==> config.mk <==
export PLATFORM = sky130hd
export DESIGN_NAME = load_buffer
export DESIGN_NICKNAME = d
export VERILOG_FILES = /design/src/rtl/load_buffer_pkg.sv /design/src/rtl/load_extend.sv /design/src/rtl/load_buffer.sv
export SDC_FILE = /design/constraint.sdc
export NUM_CORES = 1
export LEC_CHECK = 0
export ABC_AREA = 0
export BUFFER_PORTS_ARGS = -buffer_cell sky130_fd_sc_hd__buf_2
export CORE_ASPECT_RATIO = 1.4
export CORE_MARGIN = 8
export CORE_UTILIZATION = 45
export DETAILED_ROUTE_END_ITERATION = 10
export PLACE_DENSITY_LB_ADDON = 0.12
export SYNTH_ARGS = -nofsm -noshare
export SYNTH_HDL_FRONTEND = slang
export SYNTH_SLANG_ARGS = --single-unit
==> constraint.sdc <==
create_clock -name clk_in -period 6.5 [get_ports clk_in]
set_clock_uncertainty 0.2 [all_clocks]
set_input_delay 1.3 -clock clk_in [delete_from_list [all_inputs] [get_ports clk_in]]
set_output_delay 1.3 -clock clk_in [all_outputs]
set_load 0.02 [all_outputs]
==> src/rtl/load_buffer_pkg.sv <==
// rtl/load_buffer_pkg.sv - shared widths, opcode codes, memory lengths and types for the load buffer
// Contents: AddressWidth/ROBWidth/IDWidth, load opcode IDs, default buffer geometry,
//           MEM_BYTE/MEM_HALF/MEM_WORD length codes, FSM state enum, FIFO entry struct,
//           and the opcode-to-length helper.
package load_buffer_pkg;

  localparam int AddressWidth = 32;
  localparam int ROBWidth     = 4;
  localparam int IDWidth      = 6;

  // Buffer geometry defaults; the top module exposes these as LBSize/LBWidth.
  localparam int DefaultLBSize  = 8;
  localparam int DefaultLBWidth = 3;

  localparam logic [IDWidth-1:0] NOP = 6'd0;
  localparam logic [IDWidth-1:0] LB  = 6'd11;
  localparam logic [IDWidth-1:0] LH  = 6'd12;
  localparam logic [IDWidth-1:0] LW  = 6'd13;
  localparam logic [IDWidth-1:0] LBU = 6'd14;
  localparam logic [IDWidth-1:0] LHU = 6'd15;

  localparam logic [1:0] MEM_BYTE = 2'd0;
  localparam logic [1:0] MEM_HALF = 2'd1;
  localparam logic [1:0] MEM_WORD = 2'd2;

  typedef enum logic [1:0] {
    ST_IDLE     = 2'd0,
    ST_WAIT_MEM = 2'd1,
    ST_BCAST    = 2'd2
  } lb_state_t;

  typedef struct packed {
    logic [AddressWidth-1:0] addr;
    logic [ROBWidth-1:0]     dest;
    logic [IDWidth-1:0]      opcode;
  } lb_entry_t;

  // Anything that is not a byte or half load is treated as a word access.
  function automatic logic [1:0] mem_len_of(input logic [IDWidth-1:0] opcode);
    case (opcode)
      LB, LBU: mem_len_of = MEM_BYTE;
      LH, LHU: mem_len_of = MEM_HALF;
      default: mem_len_of = MEM_WORD;
    endcase
  endfunction

endpackage

==> src/rtl/load_extend.sv <==
// rtl/load_extend.sv - combinational sign/zero extension of right-aligned load data
// Ports: i_opcode (load opcode ID), i_data (raw 32-bit read data, right-aligned),
//        o_value (32-bit extended result).
module load_extend
  import load_buffer_pkg::*;
(
  input  logic [IDWidth-1:0] i_opcode,
  input  logic [31:0]        i_data,
  output logic [31:0]        o_value
);

  always_comb begin
    o_value = i_data;
    case (i_opcode)
      LB:      o_value = {{24{i_data[7]}}, i_data[7:0]};
      LH:      o_value = {{16{i_data[15]}}, i_data[15:0]};
      LBU:     o_value = {24'b0, i_data[7:0]};
      LHU:     o_value = {16'b0, i_data[15:0]};
      default: o_value = i_data;
    endcase
  end

endmodule

==> src/rtl/load_buffer.sv <==
// rtl/load_buffer.sv - in-order load buffer: queues address-computed loads, issues one at a time, broadcasts results
// Ports: clk_in/rst_in/rdy_in (clock, async active-high reset, global stall);
//        addrunit_lbuffer_* (enqueue from the address unit); lbuffer_rs_full_out (back-pressure);
//        lbuffer_rob_h_out/lbuffer_rob_a_out (head tag/address to the ROB);
//        rob_lbuffer_safe_in/rob_lbuffer_rst_in (disambiguation result, misprediction flush);
//        lbuffer_memctrl_* / memctrl_lbuffer_* (read request and response);
//        lbuffer_cdb_* (result broadcast).
module load_buffer
  import load_buffer_pkg::*;
#(
  parameter int LBSize  = DefaultLBSize,
  parameter int LBWidth = DefaultLBWidth
) (
  input  logic                    clk_in,
  input  logic                    rst_in,
  input  logic                    rdy_in,
  input  logic                    addrunit_lbuffer_en_out,
  input  logic [AddressWidth-1:0] addrunit_lbuffer_a_out,
  input  logic [ROBWidth-1:0]     addrunit_lbuffer_dest_out,
  input  logic [IDWidth-1:0]      addrunit_lbuffer_opcode_out,
  output logic                    lbuffer_rs_full_out,
  output logic [ROBWidth-1:0]     lbuffer_rob_h_out,
  output logic [AddressWidth-1:0] lbuffer_rob_a_out,
  input  logic                    rob_lbuffer_safe_in,
  input  logic                    rob_lbuffer_rst_in,
  output logic                    lbuffer_memctrl_en_out,
  output logic [AddressWidth-1:0] lbuffer_memctrl_a_out,
  output logic [1:0]              lbuffer_memctrl_len_out,
  input  logic                    memctrl_lbuffer_valid_in,
  input  logic [31:0]             memctrl_lbuffer_data_in,
  output logic                    lbuffer_cdb_en_out,
  output logic [ROBWidth-1:0]     lbuffer_cdb_dest_out,
  output logic [31:0]             lbuffer_cdb_value_out
);

  localparam logic [LBWidth:0]   CntOne  = (LBWidth+1)'(1);
  localparam logic [LBWidth:0]   CntFull = (LBWidth+1)'(LBSize - 1);
  localparam logic [LBWidth:0]   CntCap  = (LBWidth+1)'(LBSize);
  localparam logic [LBWidth-1:0] PtrOne  = LBWidth'(1);

  // FIFO storage and bookkeeping
  lb_entry_t             r_entry [LBSize];
  logic [LBSize-1:0]     r_valid;
  logic [LBWidth-1:0]    r_head;
  logic [LBWidth-1:0]    r_tail;
  logic [LBWidth:0]      r_count;

  // Issue / result state
  lb_state_t             r_state;
  lb_state_t             w_next_state;
  logic                  r_mem_en;
  logic [AddressWidth-1:0] r_mem_a;
  logic [1:0]            r_mem_len;
  logic [31:0]           r_result;

  lb_entry_t             w_head;
  logic                  w_head_valid;
  logic                  w_enq;
  logic                  w_pop;
  logic                  w_issue;
  logic                  w_cdb_en;
  logic                  w_mem_done;
  logic [31:0]           w_ext_value;

  assign w_head       = r_entry[r_head];
  assign w_head_valid = r_valid[r_head];

  // A write into a completely full buffer is dropped rather than overwriting the head.
  assign w_enq      = addrunit_lbuffer_en_out && (r_count != CntCap);
  assign w_pop      = (r_state == ST_BCAST);
  assign w_mem_done = (r_state == ST_WAIT_MEM) && memctrl_lbuffer_valid_in;

  load_extend u_extend (
    .i_opcode (w_head.opcode),
    .i_data   (memctrl_lbuffer_data_in),
    .o_value  (w_ext_value)
  );

  // ---------------------------------------------------------------- FSM: state register
  always_ff @(posedge clk_in or posedge rst_in) begin
    if (rst_in) begin
      r_state <= ST_IDLE;
    end else if (rdy_in) begin
      r_state <= w_next_state;
    end
  end

  // ---------------------------------------------------------------- FSM: next state
  always_comb begin
    w_next_state = r_state;
    case (r_state)
      ST_IDLE:     if (w_head_valid && rob_lbuffer_safe_in) w_next_state = ST_WAIT_MEM;
      ST_WAIT_MEM: if (memctrl_lbuffer_valid_in) w_next_state = ST_BCAST;
      ST_BCAST:    w_next_state = ST_IDLE;
      default:     w_next_state = ST_IDLE;
    endcase
    // A flush abandons whatever load is in flight, including a response arriving now.
    if (rob_lbuffer_rst_in) w_next_state = ST_IDLE;
  end

  // ---------------------------------------------------------------- FSM: outputs
  always_comb begin
    w_issue  = 1'b0;
    w_cdb_en = 1'b0;
    case (r_state)
      ST_IDLE:  w_issue  = (w_next_state == ST_WAIT_MEM);
      // The broadcast is masked combinationally so a flush in this cycle never reaches the CDB.
      ST_BCAST: w_cdb_en = !rob_lbuffer_rst_in;
      default:  ;
    endcase
  end

  // ---------------------------------------------------------------- entry storage (no reset needed; guarded by r_valid)
  always_ff @(posedge clk_in) begin
    if (rdy_in && !rob_lbuffer_rst_in && w_enq) begin
      r_entry[r_tail] <= '{addr:   addrunit_lbuffer_a_out,
                           dest:   addrunit_lbuffer_dest_out,
                           opcode: addrunit_lbuffer_opcode_out};
    end
  end

  // ---------------------------------------------------------------- pointers, valid bits, request and result registers
  always_ff @(posedge clk_in or posedge rst_in) begin
    if (rst_in) begin
      r_valid   <= '0;
      r_head    <= '0;
      r_tail    <= '0;
      r_count   <= '0;
      r_mem_en  <= 1'b0;
      r_mem_a   <= '0;
      r_mem_len <= '0;
      r_result  <= '0;
    end else if (rdy_in) begin
      if (rob_lbuffer_rst_in) begin
        r_valid  <= '0;
        r_head   <= '0;
        r_tail   <= '0;
        r_count  <= '0;
        r_mem_en <= 1'b0;
      end else begin
        // The request strobe is a single-cycle pulse launched on the IDLE -> WAIT_MEM edge.
        r_mem_en <= w_issue;
        if (w_issue) begin
          r_mem_a   <= w_head.addr;
          r_mem_len <= mem_len_of(w_head.opcode);
        end

        if (w_mem_done) r_result <= w_ext_value;

        // head and tail never alias here: that only happens when empty (no pop) or full (no enqueue).
        if (w_enq) begin
          r_valid[r_tail] <= 1'b1;
          r_tail          <= r_tail + PtrOne;
        end
        if (w_pop) begin
          r_valid[r_head] <= 1'b0;
          r_head          <= r_head + PtrOne;
        end

        case ({w_enq, w_pop})
          2'b10:   r_count <= r_count + CntOne;
          2'b01:   r_count <= r_count - CntOne;
          default: ;
        endcase
      end
    end
  end

  // ---------------------------------------------------------------- outputs
  // One slot of slack: a load already dispatched by the RS still lands one cycle later.
  assign lbuffer_rs_full_out     = (r_count >= CntFull);
  assign lbuffer_rob_h_out       = w_head_valid ? w_head.dest : '0;
  assign lbuffer_rob_a_out       = w_head_valid ? w_head.addr : '0;
  assign lbuffer_memctrl_en_out  = r_mem_en;
  assign lbuffer_memctrl_a_out   = r_mem_a;
  assign lbuffer_memctrl_len_out = r_mem_len;
  assign lbuffer_cdb_en_out      = w_cdb_en;
  assign lbuffer_cdb_dest_out    = w_cdb_en ? w_head.dest : '0;
  assign lbuffer_cdb_value_out   = w_cdb_en ? r_result : '0;

endmodule

==> results.md, run 1 <==
* Clock sinks at 423
* Post-Route WL at 36700 µm
* Root Buffer: clkbuf_16
* CP arrival at 3440 ps
* Grt ovf at 0
* Crit Path Max Fanout at 49
* Port Buffers at 189
* Final GP Congestion at 0.804
* Setup Fix Bufs, Post-CTS at 0
* Unrepaired setup endpoints after global routing: no
* Routed wire per std cell at 22.0 µm
* First-pass DRT Iterations at 4
* Share of layout cells above drive strength 1 at 32.6%
* Largest net degree at the start of global routing at 69
* Main synth FF type: edfxtp_1
* Count of cell types in the netlist at 46
* Initial antenna violation count at 3
* Status: finished clean
* Vias/cell at 5.40
* CP delay by family, top: multiplexers
* Area Growth Syn to Fin at 17.9%
* Metal2 WL at 18400 µm
* Clk buf depth at 3
* H-Tree Depth at 2
* Synth warn at 0
* Starting Density at 45.6%
* Final setup fails at 0
* Total Routing Usage GR at 16.8%
* Num rows at 83
* Number of synthesized flops with an enable pin at 336
* Initial drt markers at 537
* Cell Pwr Density at 357 nW/µm²
* Top achievable clock speed at 0.202 GHz
* CTS tree: built
* Syn_nets at 1054
* Syn Std Cell Area at 16700 µm²
* Max VDD drop at 236 µV
* Crit path time final at 4940 ps
* CP max-delay cell: dfrtp_4
* Clock latency at the later pin of the worst-skew pair at 540 ps
* Worst path cell trace: mux4_2 -> mux2i_4 -> buf_4 -> nor2_1 -> buf_2
* Die W at 179 µm
* Die ar. at 43700 µm²
* Sequential standard cell area at 12300 µm²
* Post-DP HPWL at 22200 µm
* Final setup TNS at 0 ps
* Period utilization at 76.0%
* Post-Route M1 WL at 15300 µm
* Hold Fails Final Rpt at 0
* Vias at 9017
* Leakage power at 0.00718 µW
* Slew Viols, Final at 0
* Hold Crit Class: reg2reg
* Area occupied by multi-input gates at 4280 µm²
* First-pass GRT wire length at 56200 µm
* Layout fillers at 2965
* Core Util, Final at 53.8%
* Crit end category: primary output
* DRC at 0
* Critical path buffer and inverter count at 2
* Slowest cell delay on critical path at 980 ps
* Antenna viol nets, final at 0
* WL met3 at 2240 µm
* MaxCap Viol Count at 0
* I/O pin count at 190
* Worst EP required at 5000 ps
* Sequential share of the synthesized area at 73.3%
* Post-DP Area at 18300 µm²
* Mapped Cells at 968
* Startpoint types: flop
* Relative slew margins at 31.2%
* # nets final at 1254
* Post-cts sizing count at 0
* CTS buffer count at 41
* Post-Syn Area per Cell at 17.3 µm²
* Tightest Pin Transition at 1030 ps
* Critical path class: reg2out
* DR top layer: met5
* Yosys reg bits at 423
* Post-route cell area at 19700 µm²
* Hold_buf cts at 0
* Die Y-Extent at 244 µm
* Vias in the first global route at 9388
* Core area at 36700 µm²
* Clock Pin Slew Worst Setup and Hold Paths at 60 ps
* Post-synth ARST share at 20.6%
## cell usage after synthesis, types with 2 or more instances
| library cell | instances | area [µm²] |
|---|---|---|
| buf_1 | 7 | 26.3 |
| nor2_1 | 124 | 465 |
| nor3_1 | 13 | 65.1 |
| o21ai_0 | 12 | 60.1 |
| a21oi_2 | 10 | 87.6 |
| and3_1 | 3 | 18.8 |
| dfrtp_1 | 87 | 2180 |
| nor4_1 | 2 | 12.5 |
| o2bb2ai_1 | 3 | 26.3 |
| mux4_2 | 82 | 1850 |
| o31a_1 | 2 | 17.5 |
| nand2b_1 | 8 | 50.1 |
| nand2_1 | 36 | 135 |
| or4_1 | 2 | 15.0 |
| edfxtp_1 | 336 | 10100 |
| nand3_1 | 4 | 20.0 |
| inv_1 | 6 | 22.5 |
| a211oi_1 | 2 | 15.0 |
| mux2i_1 | 40 | 400 |
| ha_1 | 4 | 50.1 |
| buf_2 | 11 | 55.1 |
| and2_1 | 34 | 213 |
| a21oi_1 | 65 | 325 |
| o21a_1 | 2 | 15.0 |
| nor2b_1 | 2 | 12.5 |
| a21o_1 | 6 | 45.0 |
| xor2_1 | 2 | 17.5 |
| xnor2_1 | 2 | 17.5 |
| buf_6 | 3 | 33.8 |
| mux2_2 | 12 | 135 |
| clkbuf_1 | 31 | 116 |
## final timing paths
path | from | end | slack, ps | cells past startpoint
max | r_head[0]$_DFFE_PP0P_ | lbuffer_rob_a_out[16] | 1560 | 5
min | r_result[2]$_DFFE_PP0P_ | r_result[2]$_DFFE_PP0P_ | 300 | 1
max reg2reg | r_head[1]$_DFFE_PP0P_ | r_result[28]$_DFFE_PP0P_ | 2450 | 7
min reg2reg | r_result[2]$_DFFE_PP0P_ | r_result[2]$_DFFE_PP0P_ | 300 | 1
max in group asynchronous | rst_in | r_head[1]$_DFFE_PP0P_ | 4260 | 3
min in group asynchronous | rst_in | r_count[1]$_DFFE_PP0P_ | 620 | 2
## report_power, final
group,switching [µW],total (µW),internal (µW)
clock,994,2500,1510
sequential,188,3380,3190
combinational,666,1150,487
total,1850,7030,5180
## state kept, by name (all words and copies together), names as in the netlist
register / cells
r_result: 32
r_entry: 336
r_count: 4
r_head: 3
lbuffer_memctrl_len_out: 2
lbuffer_memctrl_en_out: 1
r_valid: 8
r_state: 2
lbuffer_memctrl_a_out: 32
r_tail: 3
## placed cells by master, fill, tap and decap left out, types with 12 or more instances in the layout
| master | synthesis | layout |
|---|---|---|
| buf_2 | 11 | 189 |
| buf_4 | 1 | 20 |
| dfrtp_1 | 87 | 84 |
| clkbuf_16 | 0 | 43 |
| mux2i_1 | 40 | 39 |
| mux2_2 | 12 | 12 |
| nor2_1 | 124 | 118 |
| mux4_2 | 82 | 82 |
| o21ai_0 | 12 | 12 |
| edfxtp_1 | 336 | 336 |
| and2_1 | 34 | 34 |
| nand2_1 | 36 | 36 |
| a21oi_1 | 65 | 65 |
## layout make-up
| class | count | share of cell area, % |
|---|---|---|
| clock inverters | 23 | 1.54 |
| multi-input cells | 486 | 21.7 |
| flip-flops and latches | 423 | 62.3 |
| diodes | 1 | 0.0127 |
| repair buffers | 210 | 5.66 |
| clock buffers | 53 | 5.70 |
| well taps | 467 | 2.96 |
| inverters | 6 | 0.127 |
## cell families after synthesis
| family | count (synthesis) | share of synthesized area, % |
|---|---|---|
| xor gates and xnor gates | 4 | 0.209 |
| AOI/OAI and AO/OA | 108 | 3.81 |
| muxes | 136 | 14.4 |
| and+or+nand+nor | 233 | 6.28 |
| buffers and inverters | 59 | 1.56 |
| adders and majority gates | 5 | 0.419 |
| DFF | 423 | 73.3 |
## per-layer routing
layer  track usage [%]  up-vias
li1                  -     4116
met1              21.6     4592
met2              28.4      250
met3              3.04       55
met4              5.19        4
met5                 0        -
## per-stage QoR
step	power (µW)	cells	setup WS, ps	hold WS, ps
after floorplan	4210	968	1080	261
after detailed placement	4620	1592	2010	288
after global placement	4600	1592	2040	281
after CTS	7140	1668	1430	302
after global routing	7350	1669	1300	325
final	7030	1669	1560	296
Note: power is estimated with default switching activity, not from simulation.
==> run 2: changes to the inputs <==
--- a/config.mk
+++ b/config.mk
@@ -5,7 +5,7 @@
 export SDC_FILE = /design/constraint.sdc
 export NUM_CORES = 1
 export LEC_CHECK = 0
-export ABC_AREA = 0
+export ABC_AREA = 1
 export BUFFER_PORTS_ARGS = -buffer_cell sky130_fd_sc_hd__buf_2
 export CORE_ASPECT_RATIO = 1.4
 export CORE_MARGIN = 8
==> constraint.sdc (replaced) <==
create_clock -name clk_in -period 4.05 [get_ports clk_in]
set_clock_uncertainty 0.2 [all_clocks]
set_input_delay 0.81 -clock clk_in [delete_from_list [all_inputs] [get_ports clk_in]]
set_output_delay 0.81 -clock clk_in [all_outputs]
set_load 0.02 [all_outputs]
==> results.md, run 2 <==
* # nets final at 1731 (was 1254)
* Routed wire per std cell at 18.9 µm (was 22.0 µm)
* Die ar. at 44300 µm² (was 43700 µm²)
* Layout fillers at 3210 (was 2965)
* Cell Pwr Density at 520 nW/µm² (was 357 nW/µm²)
* Mapped Cells at 1451 (was 968)
* Critical path class: reg2out (unchanged)
* Post-cts sizing count at 0 (unchanged)
* Largest Register: r_entry (unchanged)
* Crit Path Max Fanout at 71 (was 49)
* Worst EP required at 3040 ps (was 5000 ps)
* Root Buffer: clkbuf_16 (unchanged)
* MaxCap Viol Count at 0 (unchanged)
* Relative slew margins at 47.0% (was 31.2%)
* Hold Crit Class: in2async (was reg2reg)
* Hold_buf cts at 0 (unchanged)
* CTS tree: built (unchanged)
* Crit path time final at 3830 ps
* CP arrival at 2820 ps (was 3440 ps)
* Count of cell types in the netlist at 37 (was 46)
* Synth warn at 0 (unchanged)
* Non-filler cells, final at 2152 (was 1669)
* Post-Route WL at 40700 µm (was 36700 µm)
* Period utilization at 94.5%
* Final setup fails at 0 (unchanged)
* Syn Std Cell Area at 17000 µm² (was 16700 µm²)
* Post-synthesis mux area share at 0% (was 14.4%)
* Clock Pin Slew Worst Setup and Hold Paths at 60 ps (about the same)
* Final GP Congestion at 0.778 (was 0.804)
* First-pass GRT wire length at 63400 µm (was 56200 µm)
* Ranking of synthesized cells by area: edfxtp_1 (59%), dfrtp_1 (13%), nor2_1 (6.3%), o21ai_0 (5.4%), nand2_1 (3.2%) (was edfxtp_1 (60%), dfrtp_1 (13%), mux4_2 (11%), nor2_1 (2.8%), mux2i_1 (2.4%))
* Status: finished clean (unchanged)
* Post-route cell area at 20000 µm² (was 19700 µm²)
* Post-Synth Simple-Gate Area at 12.0% (was 6.28%)
* Commonest non-fill, non-tap cell in the layout: edfxtp_1 (unchanged)
* Port Buffers at 189 (unchanged)
* Share of layout cells above drive strength 1 at 20.0% (was 32.6%)
* Hold Fails Final Rpt at 0 (unchanged)
* I/O pin count at 190 (unchanged)
* Area leader, netlist: edfxtp_1 (unchanged)
* Adder-cell area share of the yosys netlist at 0.412% (was 0.419%)
* DRC at 0 (unchanged)
* CTS buffer count at 40 (was 41)
* Yosys top cell area share at 59.4% (was 60.3%)
* Leakage power at 0.00792 µW (was 0.00718 µW)
* Starting Density at 45.4% (was 45.6%)
* Clock latency at the later pin of the worst-skew pair at 540 ps (about the same)
* Largest family of logic cells by synthesized area: simple AND/OR/NAND/NOR gates (was multiplexers)
* Post-DP Area at 18600 µm² (was 18300 µm²)
* Num rows at 84 (was 83)
* Post-Syn Area per Cell at 11.7 µm² (was 17.3 µm²)
* Tightest Pin Transition at 795 ps (was 1030 ps)
* Startpoint types: flop (unchanged)
* Max VDD drop at 461 µV (was 236 µV)
* Sequential share of the synthesized area at 72.2% (was 73.3%)
* Post-synth ARST share at 20.6% (unchanged)
* Slew Viols, Final at 0 (unchanged)
* Synth cell count leaders: edfxtp_1 (336), nor2_1 (287), o21ai_0 (184) (was edfxtp_1 (336), nor2_1 (124), dfrtp_1 (87))
* Post-Synth XOR/XNOR Area at 0.258% (was 0.209%)
* Die W at 180 µm (was 179 µm)
* Initial drt markers at 724 (was 537)
* Grt ovf at 0 (unchanged)
* Syn_nets at 1537 (was 1054)
* Initial antenna violation count at 5 (was 3)
* Largest net degree at the start of global routing at 99 (was 69)
* Post-DP HPWL at 24800 µm (was 22200 µm)
* Top achievable clock speed at 0.261 GHz
* Die Y-Extent at 246 µm (was 244 µm)
* Vias in the first global route at 11200 (was 9388)
* Yosys reg bits at 423 (unchanged)
* Vias/cell at 5.23 (was 5.40)
* Clock sinks at 423 (unchanged)
* Vias at 11300 (was 9017)
* Main synth FF type: edfxtp_1 (unchanged)
* Commonest cells after routing, fill and taps aside: edfxtp_1 (336), nor2_1 (285), buf_2 (189), o21ai_0 (184), nand2_1 (146) (was edfxtp_1 (336), buf_2 (189), nor2_1 (118), dfrtp_1 (84), mux4_2 (82))
* Number of synthesized flops with an enable pin at 336 (unchanged)
* Antenna viol nets, final at 0 (unchanged)
* Most common cell in the synthesized netlist: edfxtp_1 (unchanged)
* Placed Cells at 2076 (was 1592)
* Total Routing Usage GR at 18.1% (was 16.8%)
* Unrepaired setup endpoints after global routing: no (unchanged)
* Compound-cell area share of the yosys netlist at 10.6% (was 3.81%)
* Crit end category: primary output (unchanged)
* Setup Fix Bufs, Post-CTS at 0 (unchanged)
* Core area at 37400 µm² (was 36700 µm²)
* H-Tree Depth at 2 (unchanged)
* First-pass DRT Iterations at 5 (was 4)
* Clk buf depth at 3 (unchanged)
* Max reg flops at 336 (unchanged)
* Area Growth Syn to Fin at 17.7% (was 17.9%)
## run 2: changes by cell type in the layout (fill, tap and decap cells not counted), sizes merged, moves of 16 or more
cell / previous run / this run
a21oi: 75 / 20
and2: 34 / 0
buf: 210 / 226
inv: 7 / 116
mux2i: 41 / 0
mux4: 82 / 0
nand2: 36 / 157
nand3: 4 / 40
nor2: 124 / 295
o21ai: 12 / 209
o22ai: 1 / 77
## run 2: layout make-up
cell class | instances | area, µm² | area share, %
flip-flops and latches | 423 | 12300 | 61.4
multi-input cells | 837 | 4010 | 20.1
repair buffers | 226 | 1310 | 6.56
clock buffers | 49 | 1090 | 5.44
well taps | 473 | 592 | 2.96
inverters | 117 | 444 | 2.22
clock inverters | 25 | 277 | 1.38
diodes | 2 | 5.00 | 0.0250
## run 2: worst paths after layout
kind / startpoint / to / slack (ps) / depth (start not counted)
max: r_head[0]$_DFFE_PP0P_ / lbuffer_rob_a_out[15] / 220 / 6
min: rst_in / lbuffer_memctrl_a_out[0]$_DFFE_PP0P_ / 230 / 2
max reg2reg: r_head[1]$_DFFE_PP0P_ / lbuffer_memctrl_a_out[12]$_DFFE_PP0P_ / 940 / 10
min reg2reg: lbuffer_memctrl_a_out[4]$_DFFE_PP0P_ / lbuffer_memctrl_a_out[4]$_DFFE_PP0P_ / 280 / 2
max in group asynchronous: rst_in / r_result[2]$_DFFE_PP0P_ / 2640 / 3
min in group clk_in: lbuffer_memctrl_a_out[4]$_DFFE_PP0P_ / lbuffer_memctrl_a_out[4]$_DFFE_PP0P_ / 280 / 2
## run 2: power by group
group / internal, µW / switching [µW]
clock: 2240 / 1590
sequential: 5060 / 175
combinational: 443 / 874
total: 7750 / 2640
## run 2: cells by family after synthesis
logic type               after synthesis
XOR/XNOR                               5
buffers and inverters                191
flip-flops                           423
adder cells (fa/ha/maj)                5
AND/OR/NAND/NOR                      504
AO/OA/AOI/OAI                        323
## run 2: critical path, cell delays in order (launching register included)
cell     delay [ps]
dfrtp_4         690
buf_4           690
o21ai_0         200
o22ai_1         190
nor2_1           80
nor2_1          200
buf_2           220
## run 2: layer usage
metal	global-route usage (%)	vias to the layer above	part of all wire [%]
met5	0	-	0.025
met4	5.92	2	2.5
met3	3.61	69	5.4
met2	31.8	307	49
met1	22.2	5454	43
li1	-	5431	-
## run 2: metrics by stage
step                TNS, ps  hold WS [ps]  total power, µW  setup slack (ps)  utilization [%]
floorplan           -318450           249             6140             -1080                -
global placement          0           266             6640               793             49.8
detailed placement        0           272             6670               787             49.8
CTS                       0           247            10500               201             53.4
global route              0           290            10800              29.1             53.4
finish                    0           230            10400               223             53.5
==> run 3: changes to the inputs <==
--- a/config.mk
+++ b/config.mk
@@ -12,6 +12,8 @@
 export CORE_UTILIZATION = 45
 export DETAILED_ROUTE_END_ITERATION = 10
 export PLACE_DENSITY_LB_ADDON = 0.12
+export SETUP_SLACK_MARGIN = 0.15
 export SYNTH_ARGS = -nofsm -noshare
 export SYNTH_HDL_FRONTEND = slang
+export SYNTH_HIERARCHICAL = 1
 export SYNTH_SLANG_ARGS = --single-unit
==> results.md, run 3 <==
* R2R cell count at 10 (unchanged)
* H-Tree Depth at 2 (unchanged)
* # nets final at 1794 (was 1731)
* Unrepaired setup endpoints after global routing: no (unchanged)
* Leakage power at 0.00819 µW (was 0.00792 µW)
* Dpl ws at 623 ps (was 787 ps)
* Die ar. at 45100 µm² (was 44300 µm²)
* Vias in the first global route at 11300 (was 11200)
* Post-Route WL at 41600 µm (was 40700 µm)
* Hold Fails Final Rpt at 0 (unchanged)
* Root Buffer: clkbuf_16 (unchanged)
* FF-to-FF setup slack at 870 ps (was 940 ps)
* Sequential share of the synthesized area at 70.8% (was 72.2%)
* Crit Path Max Fanout at 69 (was 71)
* Starting Density at 45.4% (about the same)
* First-pass DRT Iterations at 5 (unchanged)
* Total Routing Usage GR at 18.0% (was 18.1%)
* Status: finished clean (unchanged)
* Clk pwr share at 36.0% (was 36.9%)
* Met1 Use GR at 22.9% (was 22.2%)
* Vias/cell at 5.23 (about the same)
* Core area at 38200 µm² (was 37400 µm²)
* Hold Crit Class: in2async (unchanged)
* Combinational Power Share at 12.7% (about the same)
* Most used routing layer: met2 (unchanged)
* Clock sinks at 423 (unchanged)
* Die W at 182 µm (was 180 µm)
* Hold_buf cts at 0 (unchanged)
* Grt ovf at 0 (unchanged)
* Met2 GRT Util at 31.3% (was 31.8%)
* DRC at 0 (unchanged)
* Yosys reg bits at 423 (unchanged)
* Final setup fails at 0 (unchanged)
* Setup ws final at 368 ps (was 223 ps)
* Most common cell in the synthesized netlist: edfxtp_1 (unchanged)
* Synth cell count leaders: edfxtp_1 (336), nor2_1 (279), o21ai_0 (204) (was edfxtp_1 (336), nor2_1 (287), o21ai_0 (184))
* Clock Pin Slew Worst Setup and Hold Paths at 60 ps (about the same)
* Relative slew margins at 45.4% (was 47.0%)
* Clk buf depth at 3 (unchanged)
* Max VDD drop at 295 µV (was 461 µV)
* Startpoint types: flop (unchanged)
* Number of synthesized flops with an enable pin at 336 (unchanged)
* CTS tree: built (unchanged)
* Placed Cells at 2139 (was 2076)
* Post-DP HPWL at 23500 µm (was 24800 µm)
* Main synth FF type: edfxtp_1 (unchanged)
* Share of layout cells above drive strength 1 at 18.1% (was 20.0%)
* Reported net switching power at 2610 µW (was 2640 µW)
* Non-filler cells, final at 2219 (was 2152)
* Cell Pwr Density at 501 nW/µm² (was 520 nW/µm²)
* Routed wire per std cell at 18.7 µm (was 18.9 µm)
* M3 GR Usage at 3.34% (was 3.61%)
* MaxCap Viol Count at 0 (unchanged)
* Switching share of power at 25.7% (was 25.4%)
* Mapped Cells at 1535 (was 1451)
* First-pass GRT wire length at 63600 µm (was 63400 µm)
* Num rows at 85 (was 84)
* Reg-to-Reg End: lbuffer_memctrl_a_out[24]$_DFFE_PP0P_ (was lbuffer_memctrl_a_out[12]$_DFFE_PP0P_)
* Vias at 11600 (was 11300)
* Pint at 7540 µW (was 7750 µW)
* Die Y-Extent at 248 µm (was 246 µm)
* Crit path time final at 3680 ps (was 3830 ps)
* Top achievable clock speed at 0.272 GHz (was 0.261 GHz)
* Slew Viols, Final at 0 (unchanged)
* Synth warn at 6 (was 0)
* Initial antenna violation count at 4 (was 5)
* CP arrival at 2670 ps (was 2820 ps)
* Syn Std Cell Area at 17300 µm² (was 17000 µm²)
* Yosys top cell area share at 58.2% (was 59.4%)
* Area Growth Syn to Fin at 17.0% (was 17.7%)
* Area leader, netlist: edfxtp_1 (unchanged)
* Critical path class: reg2out (unchanged)
* Tightest Pin Transition at 818 ps (was 795 ps)
* Post-Syn Area per Cell at 11.3 µm² (was 11.7 µm²)
* CTS buffer count at 41 (was 40)
* I/O pin count at 190 (unchanged)
* Commonest cells after routing, fill and taps aside: edfxtp_1 (336), nor2_1 (277), o21ai_0 (204), nand2_1 (192), buf_2 (189) (was edfxtp_1 (336), nor2_1 (285), buf_2 (189), o21ai_0 (184), nand2_1 (146))
* Antenna viol nets, final at 0 (unchanged)
* Clock latency at the later pin of the worst-skew pair at 540 ps (about the same)
* Port Buffers at 189 (unchanged)
* Count of cell types in the netlist at 33 (was 37)
* FF-to-FF Start: r_head[0]$_DFFE_PP0P_ (was r_head[1]$_DFFE_PP0P_)
* Largest Register: r_entry (unchanged)
* Post-synth ARST share at 20.6% (unchanged)
* Largest net degree at the start of global routing at 138 (was 99)
* Initial drt markers at 693 (was 724)
* Commonest non-fill, non-tap cell in the layout: edfxtp_1 (unchanged)
* Period utilization at 90.9% (was 94.5%)
* Crit end category: primary output (unchanged)
* Final GP Congestion at 0.770 (was 0.778)
* Max reg flops at 336 (unchanged)
* Syn_nets at 1621 (was 1537)
* Sequential Power Share at 51.2% (was 50.4%)
* Worst EP required at 3040 ps (about the same)
* Ranking of synthesized cells by area: edfxtp_1 (58%), dfrtp_1 (13%), nor2_1 (6.0%), o21ai_0 (5.9%), nand2_1 (4.2%) (was edfxtp_1 (59%), dfrtp_1 (13%), nor2_1 (6.3%), o21ai_0 (5.4%), nand2_1 (3.2%))
-- run 3: logic make-up after synthesis --
group / after synthesis / share of synthesized area [%]
buffers and inverters: 221 / 5.26
DFF: 423 / 70.8
and+or+nand+nor: 556 / 13.2
AOI/OAI and AO/OA: 325 / 10.1
xor gates and xnor gates: 5 / 0.253
adders and majority gates: 5 / 0.404
-- run 3: routing by layer --
layer / part of all wire, % / wire, µm
met5: 0.096 / 40
met4: 1.7 / 727
met3: 5.3 / 2220
met2: 50 / 20600
met1: 43 / 18000
-- run 3: what timing repair did --
action,CTS,global route
cloned,1,1
buffers inserted,0,2
resized for setup,2,3
pin swaps,0,1
setup endpoints to repair,36,45
-- run 3: worst max path at each step --
| stage | to | slack, ps | startpoint | depth (start not counted) |
|---|---|---|---|---|
| floorplan | r_entry[0][0]$_DFFE_PP_ | -330 | addrunit_lbuffer_en_out | 4 |
| global placement | lbuffer_memctrl_a_out[16]$_DFFE_PP0P_ | 700 | r_head[2]$_DFFE_PP0P_ | 9 |
| detailed placement | lbuffer_memctrl_a_out[13]$_DFFE_PP0P_ | 620 | r_head[2]$_DFFE_PP0P_ | 9 |
| CTS | lbuffer_rob_a_out[17] | 150 | r_head[1]$_DFFE_PP0P_ | 7 |
| global route | lbuffer_rob_a_out[5] | 170 | r_head[0]$_DFFE_PP0P_ | 8 |
| finish | lbuffer_rob_a_out[5] | 370 | r_head[0]$_DFFE_PP0P_ | 8 |
-- run 3: critical path, cell delays in order (launching register included) --
cell	delay [ps]
dfrtp_4	550
inv_4	280
buf_16	310
buf_4	290
nor2_1	60
o22ai_1	230
nor2_1	100
nor2_1	80
buf_2	170
-- run 3: per-stage QoR --
stage / instance area [µm²] / setup TNS [ps] / hold WS (ps) / util (%) / power, µW
global route: 20300 / 0 / 283 / 53.1 / 10600
CTS: 20200 / 0 / 256 / 52.9 / 10300
floorplan: 17400 / -83200 / 290 / - / 6070
finish: 20300 / 0 / 236 / 53.1 / 10200
global placement: 18900 / 0 / 263 / 49.5 / 6540
detailed placement: 18900 / 0 / 275 / 49.5 / 6570
-- run 3: power groups by stage --
stage | registers, µW | logic [µW] | clock network (µW)
finish | 5200 | 1290 | 3660
global route | 5240 | 1440 | 3920
CTS | 5210 | 1300 | 3760
detailed placement | 5290 | 1280 | 0
global placement | 5290 | 1250 | 0
floorplan | 5450 | 625 | 0
-- run 3: area by class of cell --
cell class	count	area, µm²
Clock buffer	49	1070
Inverter	133	509
Tap cell	478	598
Fill cell	3343	17900
Clock inverter	26	210
Antenna cell	1	2.50
Timing Repair Buffer	217	1330
Sequential cell	423	12300
Multi-Input combinational cell	892	4280
